<file path="src/rtl/sample_descrambler.sv">
// sample_descrambler
//   Receive-side descrambler for the sampling scrambler link. Serial scrambled
//   bits arrive one per bit_valid/bit_ready handshake and are descrambled by a
//   self-synchronising 8-bit LFSR (taps 0 and 6). Recovered bits are packed
//   MSB-first into bytes and presented on a single-entry byte_valid/byte_ready
//   buffer. frame_done pulses once the last byte of a FRAME_BITS-bit frame has
//   been handed downstream.
//
// Ports
//   clk        : rising-edge clock
//   rst        : asynchronous active-low reset
//   enable     : block enable; low synchronously returns to IDLE and clears all
//   load       : seed load / frame start strobe
//   seed       : LFSR seed captured on load
//   bit_valid  : serial bit present
//   bit_in     : scrambled serial bit
//   bit_ready  : block accepts bit_in this cycle
//   byte_valid : byte_o holds a recovered byte
//   byte_o     : recovered byte, first-received bit in bit 7
//   byte_ready : downstream accepts byte_o
//   frame_done : one-cycle pulse after the frame's last byte is taken
module sample_descrambler #(
  parameter int unsigned FRAME_BITS = 64
) (
  input  logic       clk,
  input  logic       rst,
  input  logic       enable,
  input  logic       load,
  input  logic [7:0] seed,
  input  logic       bit_valid,
  input  logic       bit_in,
  output logic       bit_ready,
  output logic       byte_valid,
  output logic [7:0] byte_o,
  input  logic       byte_ready,
  output logic       frame_done
);

  localparam int unsigned     FCW     = (FRAME_BITS > 1) ? $clog2(FRAME_BITS) : 1;
  localparam logic [FCW-1:0]  FC_LAST = FCW'(FRAME_BITS - 1);

  localparam logic [1:0] IDLE  = 2'd0;
  localparam logic [1:0] RUN   = 2'd1;
  localparam logic [1:0] FLUSH = 2'd2;

  logic [1:0]     state;
  logic [7:0]     s;
  logic [2:0]     bitcnt;
  logic [FCW-1:0] framecnt;
  logic [6:0]     assembly;

  logic rec;
  logic accept;
  logic drain;

  // Self-synchronising: the state holds received (scrambled) bits, not
  // recovered ones, so a receiver with a wrong seed heals after 7 bits.
  assign rec = bit_in ^ s[0] ^ s[6];

  // Only the byte-completing bit needs a free buffer; a buffer draining in
  // the same cycle counts as free.
  assign bit_ready = (state == RUN) &&
                     !((bitcnt == 3'd7) && byte_valid && !byte_ready);
  assign accept    = bit_valid && bit_ready;
  assign drain     = byte_valid && byte_ready;

  always_ff @(posedge clk or negedge rst) begin
    if (!rst) begin
      state      <= IDLE;
      s          <= '0;
      bitcnt     <= '0;
      framecnt   <= '0;
      assembly   <= '0;
      byte_o     <= '0;
      byte_valid <= 1'b0;
      frame_done <= 1'b0;
    end else if (!enable) begin
      state      <= IDLE;
      s          <= '0;
      bitcnt     <= '0;
      framecnt   <= '0;
      assembly   <= '0;
      byte_o     <= '0;
      byte_valid <= 1'b0;
      frame_done <= 1'b0;
    end else begin
      frame_done <= 1'b0;
      // A handshake on the output always completes; a byte finishing on this
      // same edge overrides it below by re-setting byte_valid.
      if (drain) begin
        byte_valid <= 1'b0;
      end

      if ((state != IDLE) && load) begin
        // Restart mid-frame: the partial byte is dropped but a byte already in
        // the output buffer is still delivered.
        s        <= seed;
        bitcnt   <= '0;
        framecnt <= '0;
        assembly <= '0;
        state    <= RUN;
      end else begin
        case (state)
          IDLE: begin
            if (load) begin
              s     <= seed;
              state <= RUN;
            end
          end
          RUN: begin
            if (accept) begin
              s        <= {s[6:0], bit_in};
              assembly <= {assembly[5:0], rec};
              bitcnt   <= bitcnt + 3'd1;
              if (bitcnt == 3'd7) begin
                byte_o     <= {assembly, rec};
                byte_valid <= 1'b1;
              end
              if (framecnt == FC_LAST) begin
                framecnt <= '0;
                state    <= FLUSH;
              end else begin
                framecnt <= framecnt + FCW'(1);
              end
            end
          end
          FLUSH: begin
            if (!byte_valid || byte_ready) begin
              frame_done <= 1'b1;
              state      <= IDLE;
              s          <= '0;
              bitcnt     <= '0;
              framecnt   <= '0;
              assembly   <= '0;
              byte_o     <= '0;
              byte_valid <= 1'b0;
            end
          end
          default: begin
            state <= IDLE;
          end
        endcase
      end
    end
  end

endmodule

</file>
<file path="config.mk">
export PLATFORM = sky130hd
export DESIGN_NAME = sample_descrambler
export DESIGN_NICKNAME = d
export VERILOG_FILES = /design/src/rtl/sample_descrambler.sv
export SDC_FILE = /design/constraint.sdc
export NUM_CORES = 1
export LEC_CHECK = 0
export ABC_AREA = 1
export BUFFER_PORTS_ARGS = -buffer_cell sky130_fd_sc_hd__buf_2
export CAP_MARGIN = 20
export CORE_AREA = 2 2 73 103
export CTS_CLUSTER_DIAMETER = 40
export DETAILED_ROUTE_END_ITERATION = 6
export DIE_AREA = 0 0 75 105
export GPL_ROUTABILITY_DRIVEN = 0
export SLEW_MARGIN = 25
export SYNTH_ARGS = -nofsm -noshare
export SYNTH_HDL_FRONTEND = slang
export SYNTH_SLANG_ARGS = --single-unit
</file>
<file path="constraint.sdc">
create_clock -name clk -period 1.7 [get_ports clk]
set_clock_uncertainty 0.1 [all_clocks]
set_input_delay 0.255 -clock clk [delete_from_list [all_inputs] [get_ports clk]]
set_output_delay 0.255 -clock clk [all_outputs]
set_load 0.02 [all_outputs]
</file>
Word level (Yosys, flattened, before mapping):

Index checks and enable logic that the tools add are counted.

* bits in registers: 35
* word-level logic and storage cells: 88

* $add $sub $neg: 2
* muxes and demuxes: 45
* bitwise operators: 2
* equal/unequal tests: 15
* reduce and logical (&&, ||, !) cells: 16

Operators with widths (number)
* 7-bit 2-to-1 mux: 8
* 8-bit 2-to-1 mux: 5
* 6-bit 2-to-1 mux: 5
* 7-bit one-hot mux with 3 select lines: 1
* 8-bit one-hot mux with 2 select lines: 1
* 7-bit one-hot mux with 2 select lines: 1
* 2-bit 2-to-1 mux: 6
* 3-bit 2-to-1 mux: 4
* 6-bit one-hot mux with 2 select lines: 1
* 1-bit 2-to-1 mux: 10
* 4-bit != test (second input constant): 2
* 4-bit AND reduction: 2
* 6-bit by 1-bit adder with 6-bit output (second input constant): 1
* 6-bit == test (second input constant): 1
* 1-bit logical AND: 6
* 3-bit != test (second input constant): 2
* 2-bit one-hot mux with 3 select lines: 1
* 3-bit one-hot mux with 2 select lines: 1
* 5-bit by 1-bit != test with 1-bit output (second input constant): 1
* 5-bit AND reduction: 1
* 4-bit by 1-bit != test with 1-bit output (second input constant): 1
* 4-bit by 2-bit != test with 1-bit output (second input constant): 1
* 4-bit by 3-bit != test with 1-bit output (second input constant): 1
* 3-bit by 1-bit adder with 3-bit output (second input constant): 1
* 13 further kinds: 16

Depth between registers and ports, before layout:

* word-level depth: 10
* mapped depth: 11
* mapped depth without buffers: 11

Worst setup path before layout:

OpenSTA, ideal clock, no wires.

* path kind: register to register
* start point: register state[0]
* end point: register byte_o[5]
* cell stages (with the launch flop): 12
* buffers on the path: 2
* arrival time: 1.455 ns
* slack: 0.027 ns
* data required time: 1.482 ns
* cells stage by stage: dfrtp_1 inv_1 ha_1 inv_2 nand2_2 buf_6 o21ai_2 nor2_2 nand2_4 buf_6 nand2_1 o21ai_2

* longest elaborated chain between the ends: 5
* elaborated cells between the ends (all ways): 15
* classes of those cells: eq/ne: 7; mux: 3; reduce/logical: 5

RTL lines
* start: declaration: line 46 `logic [1:0] state;`
* start signal: assignment: line 69 `state <= IDLE;`
* start signal: assignment: line 78 `state <= IDLE;`
* start signal: assignment: line 101 `state <= RUN;`
* 2-bit by 1-bit == test with 1-bit output: line 62, 103
* 1-bit logical AND: line 62 `assign bit_ready = (state == RUN) &&`
* 1-bit logical AND: line 64 `assign accept = bit_valid && bit_ready;`
* 3-bit != test (no line)
* 5-bit AND reduction (no line)
* end signal: assignment: line 116 `byte_o <= {assembly, rec};`
* end: declaration: line 34 `output logic [7:0] byte_o,`

Several ways; a longest one is shown, not always the timed one. The select of a mux whose other input is x is not followed.
A chain may end at the register's enable or synchronous reset.

Final worst setup path:

* start point: register bitcnt[0]
* end point: output port bit_ready

* longest elaborated chain between the ends: 5

RTL lines
* start: declaration: line 48 `logic [2:0] bitcnt;`
* start signal: assignment: line 114 `bitcnt <= bitcnt + 3'd1;`
* 3-bit == test: line 63 `!((bitcnt == 3'd7) && byte_valid && !byte_ready);`
* 1-bit logical AND (2 in series): line 63
* 1-bit zero test: line 63
* 1-bit logical AND: line 62
* end: declaration: line 32 `output logic bit_ready,`

Every way passes these cells.

==> impl_metrics.ini <==
[place]
hpwl_um = 3331
place_ws_ns = -0.1258
port_buffers = 24
dp.cells = 384
dpl_cell_area_um2 = 2395

[synthesis]
ys_top_cells_by_area = dfrtp_1 43%, nand2_1 12%, nand3_1 6.9%, ha_1 4.3%, o21ai_2 3.5%
ys_warn_count = 0
syn_area_per_cell_um2 = 8.155
synth_area_um2 = 2031
yosysTopAreaCell = dfrtp_1
synth_seq_cells = 35
yosysSeqAreaShare_pct = 43.13
synth_top_area_share_pct = 43.13
ys_types = 30
synthCells = 249
synth_fp_nets = 271

[sta]
setup_ws_ns = -0.05956
slew_viol_final = 0
min_period_over_period_pct = 103.5
final_hold_viol_count = 0
period_minus_slack_ns = 1.760
tightest_slew_ns = 0.4626
fmax_ghz = 0.5683
slew_headroom_pct = 69.16
setup_tns_ns = -0.4507
setup_viol = 17
rsz0062_at_grt = true

[setup_path]
worst_setup_path_end_kind = output pin
setup.worst_path.class = reg2out
cp.required_ns = 1.34
cp_max_fo = 3
arrival_ns = 1.40
start_kind = flop

[layout]
syn_to_final_growth_pct = 41.84
fin_util_pct = 41.79
final_cell_count_no_fill = 399
final_nets = 325
fillCellCount = 684
final_cell_mix = 42 x nand2_1, 35 x dfrtp_1, 25 x nand3_1
layout-drive-gt1-share_pct = 45.07
layout_commonest_cell = nand2_1
n_antenna_cell = 0
final_area_um2 = 2880

[clocking]
cts_sinks = 35
clkLatencyLatePin_ns = 0.29
cts_tree = built
numCtsBuffers = 5
cts-root-buf = clkbuf_8
htreeDepth = 2
cts_max_path_buffers = 2
clk_pin_slew_worst_paths_ns = 0.08

[global_route]
antenna_found_initial = 1
use_met1_pct = 15.28
grt_util_met2_pct = 22.74
grt-ovfl-total = 0
grt_first_pass_wirelength_um = 8286
grt_use_total_pct = 13.58
grt_use_met3_pct = 4.436
grt_max_degree = 36
grt_pass1_vias = 1805
top_usage_layer = met2

[job]
max-cap-violations = 0

[outcome]
failed_checks = setup timing
status = complete, but fails checks

[floorplan]
die_w_um = 75
rows = 36
core-area_um2 = 6892
die_area_um2 = 7875
die_y_um = 105
ioPinCount = 26
start_util_pct = 29.47

[detailed_routing]
num_vias = 1843
wl_per_cell_um = 12.39
final_antenna_net_count = 0
drtPass1Iterations = 4
drc = 0
wl_um = 4942
routed_via_density = 4.619
drt_iter0_markers = 71

[power_and_ir_drop]
max-vdd-ir-drop_v = 0.0004522
power_leakage_nw = 1.403
p_per_area_nw_per_um2 = 1623

[min_path]
holdCritPathClass = in2reg
## cell families after synthesis
family	synth area share, %
simple gates	31.24
compound gates	12.82
flops	43.13
buf+inv	7.209
fa+ha+maj	4.313
xor+xnor	1.294
## critical path, cell delays in order, from the launching register on
cell and delay, ns:
dfrtp_1 0.39, ha_2 0.20, ha_4 0.16, buf_6 0.11, a21oi_2 0.11, buf_4 0.15
## routing by layer
metal	share of wire, %	up-vias
met5	0	-
met4	2.1	0
met3	4.1	8
met2	54	27
met1	40	873
li1	-	935
## state kept, by name (all words and copies together), names as in the netlist
name and count:
state 2, framecnt 6, byte_valid 1, byte_o 8, frame_done 1, s 7, bitcnt 3, assembly 7
## report_power, final
group | switching, mW | leakage [nW] | internal (mW)
Sequential | 0.133 | 0.475 | 1.02
Combinational | 1.59 | 0.870 | 1.16
Clock | 0.335 | 0.0581 | 0.437
## metrics by stage
stage          hold slack, ns  total power, mW
4_1_cts                0.2222            4.257
3_3_place_gp           0.2288            3.179
6_report               0.2290            4.674
3_5_place_dp           0.2282            3.212
2_1_floorplan         -0.1406            2.540
5_1_grt                0.2387            5.022
## worst paths after layout
path	cells past startpoint	slack (ns)	startpoint	to
worst min-delay path	3	0.23	byte_ready	byte_valid$_DFF_PN0_
worst min register to register	2	0.38	s[1]$_DFFE_PN0P_	s[1]$_DFFE_PN0P_
max in group asynchronous	3	0.74	rst	bitcnt[0]$_DFFE_PN0P_
min in group asynchronous	3	0.42	rst	byte_o[1]$_DFFE_PN0P_
worst max register to register	9	-0.04	state[0]$_DFFE_PN0P_	byte_o[7]$_DFFE_PN0P_
worst max-delay path	5	-0.06	bitcnt[0]$_DFFE_PN0P_	bit_ready
## synth_stat cells (all sizes together)
cell type  instances
nand2             71
dfrtp             35
nand3             29
o21ai             28
nor2              22
inv               18
a21oi             11
ha                 7
nand4              7
buf                6
nor3               4
clkbuf             3
xor2               2
a31oi              1
clkinv             1
o21a               1
o22ai              1
or2                1
xnor2              1
## area by class of cell
| class | count | area [um2] | share of cell area, % |
|---|---|---|---|
| clock inverter | 3 | 43.79 | 1.520 |
| inverter | 19 | 87.58 | 3.041 |
| timing repair buffer | 55 | 414.1 | 14.38 |
| tap | 95 | 118.9 | 4.127 |
| multi-input combinational | 187 | 1271 | 44.14 |
| sequential | 35 | 875.8 | 30.41 |
| clock buffer | 5 | 68.82 | 2.389 |
## repair_timing
| item | 4_1_cts | 5_1_grt |
|---|---|---|
| hold buffers | 1 | 0 |
| gates cloned | 1 | 1 |
| hold endpoints to repair | 35 | 0 |
| setup endpoints to repair | 32 | 34 |
| setup buffers | 2 | 2 |
| pin swaps | 8 | 16 |
| gates resized for setup | 30 | 52 |
No activity file was read; power rests on OpenSTA's default activity.
